==> config.mk <==
export PLATFORM = sky130hd
export DESIGN_NAME = matrix_operand_fetch
export DESIGN_NICKNAME = d
export VERILOG_FILES = /design/src/rtl/mm_pkg.sv /design/src/rtl/mm_operand_fifo.sv /design/src/rtl/matrix_operand_fetch.sv
export SDC_FILE = /design/constraint.sdc
export NUM_CORES = 1
export LEC_CHECK = 0
export ABC_AREA = 1
export CORE_AREA = 2 2 208 190
export DETAILED_ROUTE_END_ITERATION = 16
export DIE_AREA = 0 0 210 192
export PLACE_DENSITY = 0.48
export SYNTH_ARGS = -nofsm -noshare
export SYNTH_HDL_FRONTEND = slang
export SYNTH_SLANG_ARGS = --single-unit
==> constraint.sdc <==
create_clock -name clk -period 5.3 [get_ports clk]
set_clock_uncertainty 0.1 [all_clocks]
set_input_delay 0.795 -clock clk [delete_from_list [all_inputs] [get_ports clk]]
set_output_delay 0.795 -clock clk [all_outputs]
set_load 0.02 [all_outputs]
==> src/rtl/mm_pkg.sv <==
// Shared definitions for the matrix operand fetch block: FSM states and FIFO depth.
package mm_pkg;

  typedef enum logic [1:0] {
    ST_IDLE  = 2'd0,
    ST_ISSUE = 2'd1,
    ST_DRAIN = 2'd2
  } state_e;

  localparam int FIFO_DEPTH = 2;

endpackage

==> src/rtl/mm_operand_fifo.sv <==
// Two-entry FIFO holding aligned operand pairs plus their sideband tags.
// Simultaneous push and pop while full is accepted and leaves the count unchanged.
module mm_operand_fifo
  import mm_pkg::*;
#(
  parameter int WIDTH = 8
) (
  input  logic             clk,
  input  logic             rst,
  input  logic             push,
  input  logic [WIDTH-1:0] din,
  input  logic             pop,
  output logic [WIDTH-1:0] dout,
  output logic [1:0]       count
);

  logic [WIDTH-1:0] mem_q [FIFO_DEPTH];
  logic [WIDTH-1:0] mem_d [FIFO_DEPTH];
  logic             wr_ptr_q, wr_ptr_d;
  logic             rd_ptr_q, rd_ptr_d;
  logic [1:0]       count_q, count_d;
  logic             do_push, do_pop;

  assign do_pop  = pop && (count_q != 2'd0);
  assign do_push = push && ((count_q != 2'(FIFO_DEPTH)) || do_pop);
  assign dout    = mem_q[rd_ptr_q];
  assign count   = count_q;

  // Next-state for storage, pointers and occupancy.
  always_comb begin
    mem_d    = mem_q;
    wr_ptr_d = wr_ptr_q;
    rd_ptr_d = rd_ptr_q;
    if (do_push) begin
      mem_d[wr_ptr_q] = din;
      wr_ptr_d        = ~wr_ptr_q;
    end
    if (do_pop) begin
      rd_ptr_d = ~rd_ptr_q;
    end
    count_d = count_q + {1'b0, do_push} - {1'b0, do_pop};
  end

  // Control state: pointers and count are flushed by reset.
  always_ff @(posedge clk) begin
    if (rst) begin
      wr_ptr_q <= 1'b0;
      rd_ptr_q <= 1'b0;
      count_q  <= 2'd0;
    end else begin
      wr_ptr_q <= wr_ptr_d;
      rd_ptr_q <= rd_ptr_d;
      count_q  <= count_d;
    end
  end

  // Payload storage needs no reset; occupancy qualifies it.
  always_ff @(posedge clk) begin
    mem_q <= mem_d;
  end

endmodule

==> src/rtl/matrix_operand_fetch.sv <==
// Operand feeder for the matrix-multiply MAC: walks C = A*B in row/col/k order,
// reads A and B from synchronous memories and streams aligned pairs with op_last
// marking the final k of every dot product.
module matrix_operand_fetch
  import mm_pkg::*;
#(
  parameter int ADDR_WIDTH = 12,
  parameter int DATA_WIDTH = 32,
  parameter int DIM_WIDTH  = 4
) (
  input  logic                  clk,
  input  logic                  rst,
  input  logic                  start,
  input  logic [ADDR_WIDTH-1:0] matrix_a_addr,
  input  logic [ADDR_WIDTH-1:0] matrix_b_addr,
  input  logic [DIM_WIDTH-1:0]  N,
  input  logic [DIM_WIDTH-1:0]  M,
  input  logic [DIM_WIDTH-1:0]  P,
  output logic                  busy,
  output logic                  done,
  output logic                  dim_err,
  output logic                  mem_a_rd_en,
  output logic [ADDR_WIDTH-1:0] mem_a_addr,
  input  logic [DATA_WIDTH-1:0] mem_a_rdata,
  output logic                  mem_b_rd_en,
  output logic [ADDR_WIDTH-1:0] mem_b_addr,
  input  logic [DATA_WIDTH-1:0] mem_b_rdata,
  output logic                  op_valid,
  input  logic                  op_ready,
  output logic [DATA_WIDTH-1:0] op_a,
  output logic [DATA_WIDTH-1:0] op_b,
  output logic                  op_last,
  output logic [DIM_WIDTH-1:0]  op_row,
  output logic [DIM_WIDTH-1:0]  op_col
);

  localparam int PAY_W = 2*DATA_WIDTH + 1 + 2*DIM_WIDTH;
  localparam logic [DIM_WIDTH-1:0]  DIM_ONE  = DIM_WIDTH'(1);
  localparam logic [ADDR_WIDTH-1:0] ADDR_ONE = ADDR_WIDTH'(1);

  state_e                  state_q, state_d;
  logic [DIM_WIDTH-1:0]    n_q, n_d, m_q, m_d, p_q, p_d;
  logic [DIM_WIDTH-1:0]    row_q, row_d, col_q, col_d, k_q, k_d;
  logic [ADDR_WIDTH-1:0]   b_base_q, b_base_d, row_base_q, row_base_d;
  logic [ADDR_WIDTH-1:0]   a_ptr_q, a_ptr_d, b_ptr_q, b_ptr_d;
  logic                    busy_q, busy_d, done_q, done_d, dim_err_q, dim_err_d;
  logic                    inflight_q, inflight_d;
  logic [2*DIM_WIDTH:0]    sb_q, sb_d;
  logic [1:0]              fifo_count;
  logic [PAY_W-1:0]        fifo_dout;
  logic                    pop, issue, credit_ok, drained, zero_dim;
  logic                    last_k, last_col, last_row;

  assign zero_dim  = (N == '0) || (M == '0) || (P == '0);
  assign last_k    = (k_q == m_q - DIM_ONE);
  assign last_col  = (col_q == p_q - DIM_ONE);
  assign last_row  = (row_q == n_q - DIM_ONE);
  assign op_valid  = (fifo_count != 2'd0);
  assign pop       = op_valid && op_ready;
  // A slot is reserved for every read already in flight, so the FIFO never overflows.
  assign credit_ok = ({1'b0, fifo_count} + {2'b00, inflight_q}) < (3'd2 + {2'b00, pop});
  assign issue     = (state_q == ST_ISSUE) && credit_ok;
  assign drained   = !inflight_q && ((fifo_count == 2'd0) || ((fifo_count == 2'd1) && pop));

  assign mem_a_rd_en = issue;
  assign mem_b_rd_en = issue;
  assign mem_a_addr  = a_ptr_q;
  assign mem_b_addr  = b_ptr_q;
  assign busy        = busy_q;
  assign done        = done_q;
  assign dim_err     = dim_err_q;

  // FSM next state, index walk and incremental pointer arithmetic (no multipliers).
  always_comb begin
    state_d    = state_q;
    n_d        = n_q;
    m_d        = m_q;
    p_d        = p_q;
    row_d      = row_q;
    col_d      = col_q;
    k_d        = k_q;
    b_base_d   = b_base_q;
    row_base_d = row_base_q;
    a_ptr_d    = a_ptr_q;
    b_ptr_d    = b_ptr_q;
    busy_d     = busy_q;
    done_d     = 1'b0;
    dim_err_d  = 1'b0;
    inflight_d = issue;
    sb_d       = sb_q;
    unique case (state_q)
      ST_IDLE: begin
        if (start) begin
          if (zero_dim) begin
            done_d    = 1'b1;
            dim_err_d = 1'b1;
          end else begin
            n_d        = N;
            m_d        = M;
            p_d        = P;
            b_base_d   = matrix_b_addr;
            row_base_d = matrix_a_addr;
            a_ptr_d    = matrix_a_addr;
            b_ptr_d    = matrix_b_addr;
            row_d      = '0;
            col_d      = '0;
            k_d        = '0;
            busy_d     = 1'b1;
            state_d    = ST_ISSUE;
          end
        end
      end
      ST_ISSUE: begin
        if (issue) begin
          sb_d = {last_k, row_q, col_q};
          if (!last_k) begin
            k_d     = k_q + DIM_ONE;
            a_ptr_d = a_ptr_q + ADDR_ONE;
            b_ptr_d = b_ptr_q + ADDR_WIDTH'(p_q);
          end else if (!last_col) begin
            k_d     = '0;
            col_d   = col_q + DIM_ONE;
            a_ptr_d = row_base_q;
            b_ptr_d = b_base_q + ADDR_WIDTH'(col_q) + ADDR_ONE;
          end else begin
            k_d        = '0;
            col_d      = '0;
            row_d      = row_q + DIM_ONE;
            row_base_d = row_base_q + ADDR_WIDTH'(m_q);
            a_ptr_d    = row_base_q + ADDR_WIDTH'(m_q);
            b_ptr_d    = b_base_q;
            if (last_row) begin
              state_d = ST_DRAIN;
            end
          end
        end
      end
      ST_DRAIN: begin
        if (drained) begin
          state_d = ST_IDLE;
          busy_d  = 1'b0;
          done_d  = 1'b1;
        end
      end
      default: state_d = ST_IDLE;
    endcase
  end

  // Control, index and address registers.
  always_ff @(posedge clk) begin
    if (rst) begin
      state_q    <= ST_IDLE;
      n_q        <= '0;
      m_q        <= '0;
      p_q        <= '0;
      row_q      <= '0;
      col_q      <= '0;
      k_q        <= '0;
      b_base_q   <= '0;
      row_base_q <= '0;
      a_ptr_q    <= '0;
      b_ptr_q    <= '0;
      busy_q     <= 1'b0;
      done_q     <= 1'b0;
      dim_err_q  <= 1'b0;
      inflight_q <= 1'b0;
    end else begin
      state_q    <= state_d;
      n_q        <= n_d;
      m_q        <= m_d;
      p_q        <= p_d;
      row_q      <= row_d;
      col_q      <= col_d;
      k_q        <= k_d;
      b_base_q   <= b_base_d;
      row_base_q <= row_base_d;
      a_ptr_q    <= a_ptr_d;
      b_ptr_q    <= b_ptr_d;
      busy_q     <= busy_d;
      done_q     <= done_d;
      dim_err_q  <= dim_err_d;
      inflight_q <= inflight_d;
    end
  end

  // Sideband shadow of the read in flight; inflight_q qualifies it.
  always_ff @(posedge clk) begin
    sb_q <= sb_d;
  end

  mm_operand_fifo #(
    .WIDTH (PAY_W)
  ) u_fifo (
    .clk   (clk),
    .rst   (rst),
    .push  (inflight_q),
    .din   ({mem_a_rdata, mem_b_rdata, sb_q}),
    .pop   (pop),
    .dout  (fifo_dout),
    .count (fifo_count)
  );

  assign {op_a, op_b, op_last, op_row, op_col} = fifo_dout;

endmodule

==> report_table.html <==
<table>
<tr><th>Metric</th><th>Value</th></tr>
<tr><th colspan="2">Outcome</th></tr>
<tr><td>Result of the run</td><td>complete, no violations</td></tr>
<tr><th colspan="2">Clocking</th></tr>
<tr><td>H-Tree Level Count</td><td>1</td></tr>
<tr><td>Count of hold buffers inserted by post-cts repair</td><td>0</td></tr>
<tr><td>Post-CTS setup buffers</td><td>0</td></tr>
<tr><td>CTS max path bufs</td><td>3</td></tr>
<tr><td>Total CTS buffers</td><td>28</td></tr>
<tr><td>Sinks on the clock net</td><td>237</td></tr>
<tr><td>CTS Root Cell</td><td>sky130_fd_sc_hd__clkbuf_16</td></tr>
<tr><td>CTS tree</td><td>yes</td></tr>
<tr><td>Post-CTS clock slew at the launch and capture registers of the worst setup and hold paths</td><td>60 ps</td></tr>
<tr><td>Number of instances resized during post-cts repair</td><td>0</td></tr>
<tr><td>Clock latency on the worst-skew pair</td><td>550 ps</td></tr>
<tr><th colspan="2">Placed design</th></tr>
<tr><td>Setup slack after placement</td><td>1735 ps</td></tr>
<tr><td>Detailed-placement wirelength estimate</td><td>22.02 mm</td></tr>
<tr><td>Placed cell count</td><td>1987</td></tr>
<tr><td>Cell Area, Placed</td><td>13860 um2</td></tr>
<tr><td>Count of port buffers added during placement</td><td>206</td></tr>
<tr><td>Routability congestion estimate from global placement</td><td>0.8285</td></tr>
<tr><th colspan="2">Worst hold path</th></tr>
<tr><td>Type of the tightest min-delay check</td><td>reg -&gt; reg</td></tr>
<tr><th colspan="2">Logic synthesis</th></tr>
<tr><td>Yosys Warn Count</td><td>0</td></tr>
<tr><td>Simple-gate share of the synthesized area</td><td>0.2646</td></tr>
<tr><td>Number of enable flip-flop cells after synthesis</td><td>155</td></tr>
<tr><td>Most used flip-flop cell after synthesis</td><td>sky130_fd_sc_hd__edfxtp_1</td></tr>
<tr><td>Post-Synthesis Mean Instance Area</td><td>8.506 um2</td></tr>
<tr><td>Yosys reg bits</td><td>237</td></tr>
<tr><td>Synth top area share</td><td>0.4117</td></tr>
<tr><td>Largest cells by area after synthesis</td><td>sky130_fd_sc_hd__edfxtp_1 41%, sky130_fd_sc_hd__nand2_1 17%, sky130_fd_sc_hd__dfxtp_1 15%</td></tr>
<tr><td>Synth top cells by count</td><td>515 x sky130_fd_sc_hd__nand2_1, 155 x sky130_fd_sc_hd__edfxtp_1, 119 x sky130_fd_sc_hd__nor2_1</td></tr>
<tr><td>Compound-gate portion of the synthesized area</td><td>0.05866</td></tr>
<tr><td>Proportion of synthesized flip-flops having asynchronous set or reset</td><td>0</td></tr>
<tr><td>Number of distinct library cells after synthesis</td><td>41</td></tr>
<tr><td>Post-Synthesis Cell Area</td><td>11300 um2</td></tr>
<tr><td>Adder-Cell Fraction of Synth Area</td><td>0.03077</td></tr>
<tr><td>Top cell type by total area after synthesis</td><td>sky130_fd_sc_hd__edfxtp_1</td></tr>
<tr><td>Xor and xnor fraction of the mapped netlist area</td><td>0.03022</td></tr>
<tr><td>Mux cell area share after synthesis</td><td>0</td></tr>
<tr><td>Net count of the mapped netlist</td><td>1459</td></tr>
<tr><td>Sequential element share of the synthesized area</td><td>0.5569</td></tr>
<tr><td>Dominant combinational cell family by area after synthesis</td><td>simple AND/OR/NAND/NOR gates</td></tr>
<tr><td>Count leader, synth</td><td>sky130_fd_sc_hd__nand2_1</td></tr>
<tr><td>Gate Count Post-Synth</td><td>1329</td></tr>
<tr><th colspan="2">Detailed routing</th></tr>
<tr><td>Pre-Repair DR Iteration Count</td><td>6</td></tr>
<tr><td>DRC violation total after the first TritonRoute iteration</td><td>509</td></tr>
<tr><td>Routed Wire Length</td><td>32.06 mm</td></tr>
<tr><td>Number of nets still failing antenna checks after routing</td><td>0</td></tr>
<tr><td>Via count</td><td>9176</td></tr>
<tr><td>Mean number of vias per cell</td><td>4.500</td></tr>
<tr><td>Post-route DRC</td><td>0</td></tr>
<tr><td>Drt wl/cell</td><td>15.72 um</td></tr>
<tr><th colspan="2">Setup path</th></tr>
<tr><td>Crit path launch</td><td>state_q[0]</td></tr>
<tr><td>Critical Path Start Type</td><td>flop</td></tr>
<tr><td>Reg-to-reg critical path endpoint</td><td>mem_b_addr[9]</td></tr>
<tr><td>Reg-to-reg slack, setup</td><td>1980 ps</td></tr>
<tr><td>CP Capture Point</td><td>mem_a_rd_en</td></tr>
<tr><td>Worst Setup Path Type</td><td>reg -&gt; out</td></tr>
<tr><td>Crit Reg-Reg Startpoint</td><td>m_q[0]</td></tr>
<tr><td>Required time of the worst setup path</td><td>4410 ps</td></tr>
<tr><td>CP arrival</td><td>3040 ps</td></tr>
<tr><td>Kind of capture point of the worst setup path</td><td>primary output</td></tr>
<tr><td>CP max FO</td><td>25</td></tr>
<tr><td>Register-to-Register Path Depth</td><td>11</td></tr>
<tr><th colspan="2">Cells and area</th></tr>
<tr><td>Util after Layout</td><td>0.3877</td></tr>
<tr><td>Fillers</td><td>3826</td></tr>
<tr><td>Post-route design area</td><td>14740 um2</td></tr>
<tr><td>Non-Filler Instances</td><td>2039</td></tr>
<tr><td>Post-layout net count</td><td>1657</td></tr>
<tr><td>Area growth from synthesis to layout</td><td>30.43%</td></tr>
<tr><td>Share of final-layout standard cells stronger than drive strength 1</td><td>0.04780</td></tr>
<tr><th colspan="2">Timing</th></tr>
<tr><td>Min Tclk post-route</td><td>3936 ps</td></tr>
<tr><td>F_max</td><td>254.0 MHz</td></tr>
<tr><td>Measured slew at the worst slew-check pin</td><td>860.3 ps</td></tr>
<tr><td>Setup TNS</td><td>0 ps</td></tr>
<tr><td>Hold violation total from the final report</td><td>0</td></tr>
<tr><td>PnR worst setup slack</td><td>1364 ps</td></tr>
<tr><td>Final clock period utilization by the worst path</td><td>0.7427</td></tr>
<tr><td>Max-slew violation total from the final report</td><td>0</td></tr>
<tr><td>Remaining max-slew budget at the tightest pin</td><td>0.4265</td></tr>
<tr><td>RSZ-0062 raised after global routing</td><td>no</td></tr>
<tr><td>Count of final setup violators</td><td>0</td></tr>
<tr><td>Post-Route Hold Slack</td><td>342.3 ps</td></tr>
<tr><th colspan="2">Die</th></tr>
<tr><td>Total number of placement rows</td><td>68</td></tr>
<tr><td>Number of placed I/O pins</td><td>207</td></tr>
<tr><td>Floorplan Core Area</td><td>38030 um2</td></tr>
<tr><td>Area enclosed by the die boundary</td><td>40320 um2</td></tr>
<tr><td>Initial standard-cell utilization of the core</td><td>0.2972</td></tr>
<tr><td>Overall die height</td><td>192 um</td></tr>
<tr><td>X dimension of the die</td><td>210 um</td></tr>
<tr><th colspan="2">Global route</th></tr>
<tr><td>Number of antenna violations at the first check in global routing</td><td>1</td></tr>
<tr><td>Maximum number of pins on one net before global-route repair</td><td>74</td></tr>
<tr><td>GR Overflow Total</td><td>0</td></tr>
<tr><td>Gr usage total</td><td>0.1572</td></tr>
<tr><td>Number of global-route vias before repair</td><td>8567</td></tr>
<tr><td>Global-route wire length before repair</td><td>49.59 mm</td></tr>
<tr><th colspan="2">Power</th></tr>
<tr><td>Power density relative to cell area</td><td>546.8 nW/um2</td></tr>
<tr><td>IR Drop Worst-Case VDD</td><td>0.2515 mV</td></tr>
<tr><td>Leakage</td><td>6.094 nW</td></tr>
<tr><td>Total power after layout</td><td>8.062 mW</td></tr>
<tr><th colspan="2">Flow run</th></tr>
<tr><td>Max cap viols</td><td>0</td></tr>
</table>
## how the worst min path moves through the flow
stage | start | to | slack, ps | depth (start not counted)
2_1_floorplan | sb_q[0] | u_fifo.mem_q[0] | 320 | 0
3_3_place_gp | sb_q[2] | u_fifo.mem_q[2] | 330 | 0
3_5_place_dp | sb_q[1] | u_fifo.mem_q[1] | 340 | 0
4_1_cts | sb_q[8] | u_fifo.mem_q[8] | 330 | 0
5_1_grt | sb_q[8] | u_fifo.mem_q[8] | 350 | 0
6_report | sb_q[8] | u_fifo.mem_q[8] | 340 | 0
## critical path, stage by stage (launching register included)
cell and delay (ps):
sky130_fd_sc_hd__dfxtp_1 390, sky130_fd_sc_hd__inv_1 270, sky130_fd_sc_hd__nor2_4 720, sky130_fd_sc_hd__inv_1 130, sky130_fd_sc_hd__nor2_1 140, sky130_fd_sc_hd__buf_4 200
sky130_fd_sc_hd__clkdlybuf4s50_1 630
## metal layers
layer | global-route usage | routed length [um]
met1 | 0.2154 | 15560
met2 | 0.2617 | 14420
met3 | 0.02878 | 1575
met4 | 0.02891 | 500
met5 | 0 | 0
## report_power, final
group | total [mW] | switching (mW) | leakage (nW) | internal, mW
registers | 2.77 | 0.365 | 2.09 | 2.41
logic | 3.45 | 2.15 | 3.58 | 1.31
clock network | 1.84 | 0.771 | 0.431 | 1.07
## cells by family after synthesis
family	after synthesis
and+or+nand+nor	740
DFF	237
buffers and inverters	162
AOI/OAI and AO/OA	125
xor gates and xnor gates	39
adders and majority gates	26
## final cells by class
cell class              count  area, um2  share of cell area
flip-flops and latches    237       6297              0.4271
multi-input cells         930       4359              0.2957
repair buffers            217       2170              0.1471
clock buffers              33      719.4             0.04880
well taps                 490      613.1             0.04158
inverters                 113      424.2             0.02877
clock inverters            18      158.9             0.01078
diodes                      1      2.502           0.0001697
## state kept, by name, indices dropped and copies added (netlist names), 9 cells and up
signal / cells
row_base_q: 12
u_fifo.mem_q: 146
sb_q: 9
b_base_q: 12
mem_b_addr: 12
mem_a_addr: 12
## placed cells by master (no fill, tap or decap), types with 3 or more instances in the layout
cell	instances
sky130_fd_sc_hd__clkinv_2	6
sky130_fd_sc_hd__xnor2_1	9
sky130_fd_sc_hd__o21ai_0	38
sky130_fd_sc_hd__buf_4	9
sky130_fd_sc_hd__nor2_4	3
sky130_fd_sc_hd__or2_2	5
sky130_fd_sc_hd__o211ai_1	5
sky130_fd_sc_hd__inv_2	4
sky130_fd_sc_hd__nand2_1	515
sky130_fd_sc_hd__nor3_1	12
sky130_fd_sc_hd__inv_1	107
sky130_fd_sc_hd__o21bai_1	3
sky130_fd_sc_hd__fa_1	3
sky130_fd_sc_hd__ha_1	23
sky130_fd_sc_hd__nand3_1	59
sky130_fd_sc_hd__clkdlybuf4s50_1	206
sky130_fd_sc_hd__edfxtp_1	155
sky130_fd_sc_hd__a21oi_1	72
sky130_fd_sc_hd__nand2_2	6
sky130_fd_sc_hd__nor2_1	117
sky130_fd_sc_hd__clkinv_1	10
sky130_fd_sc_hd__nand4_1	13
sky130_fd_sc_hd__clkbuf_1	5
sky130_fd_sc_hd__clkbuf_16	28
sky130_fd_sc_hd__xor2_1	30
sky130_fd_sc_hd__dfxtp_1	81
(Power assumes the default switching activity.)
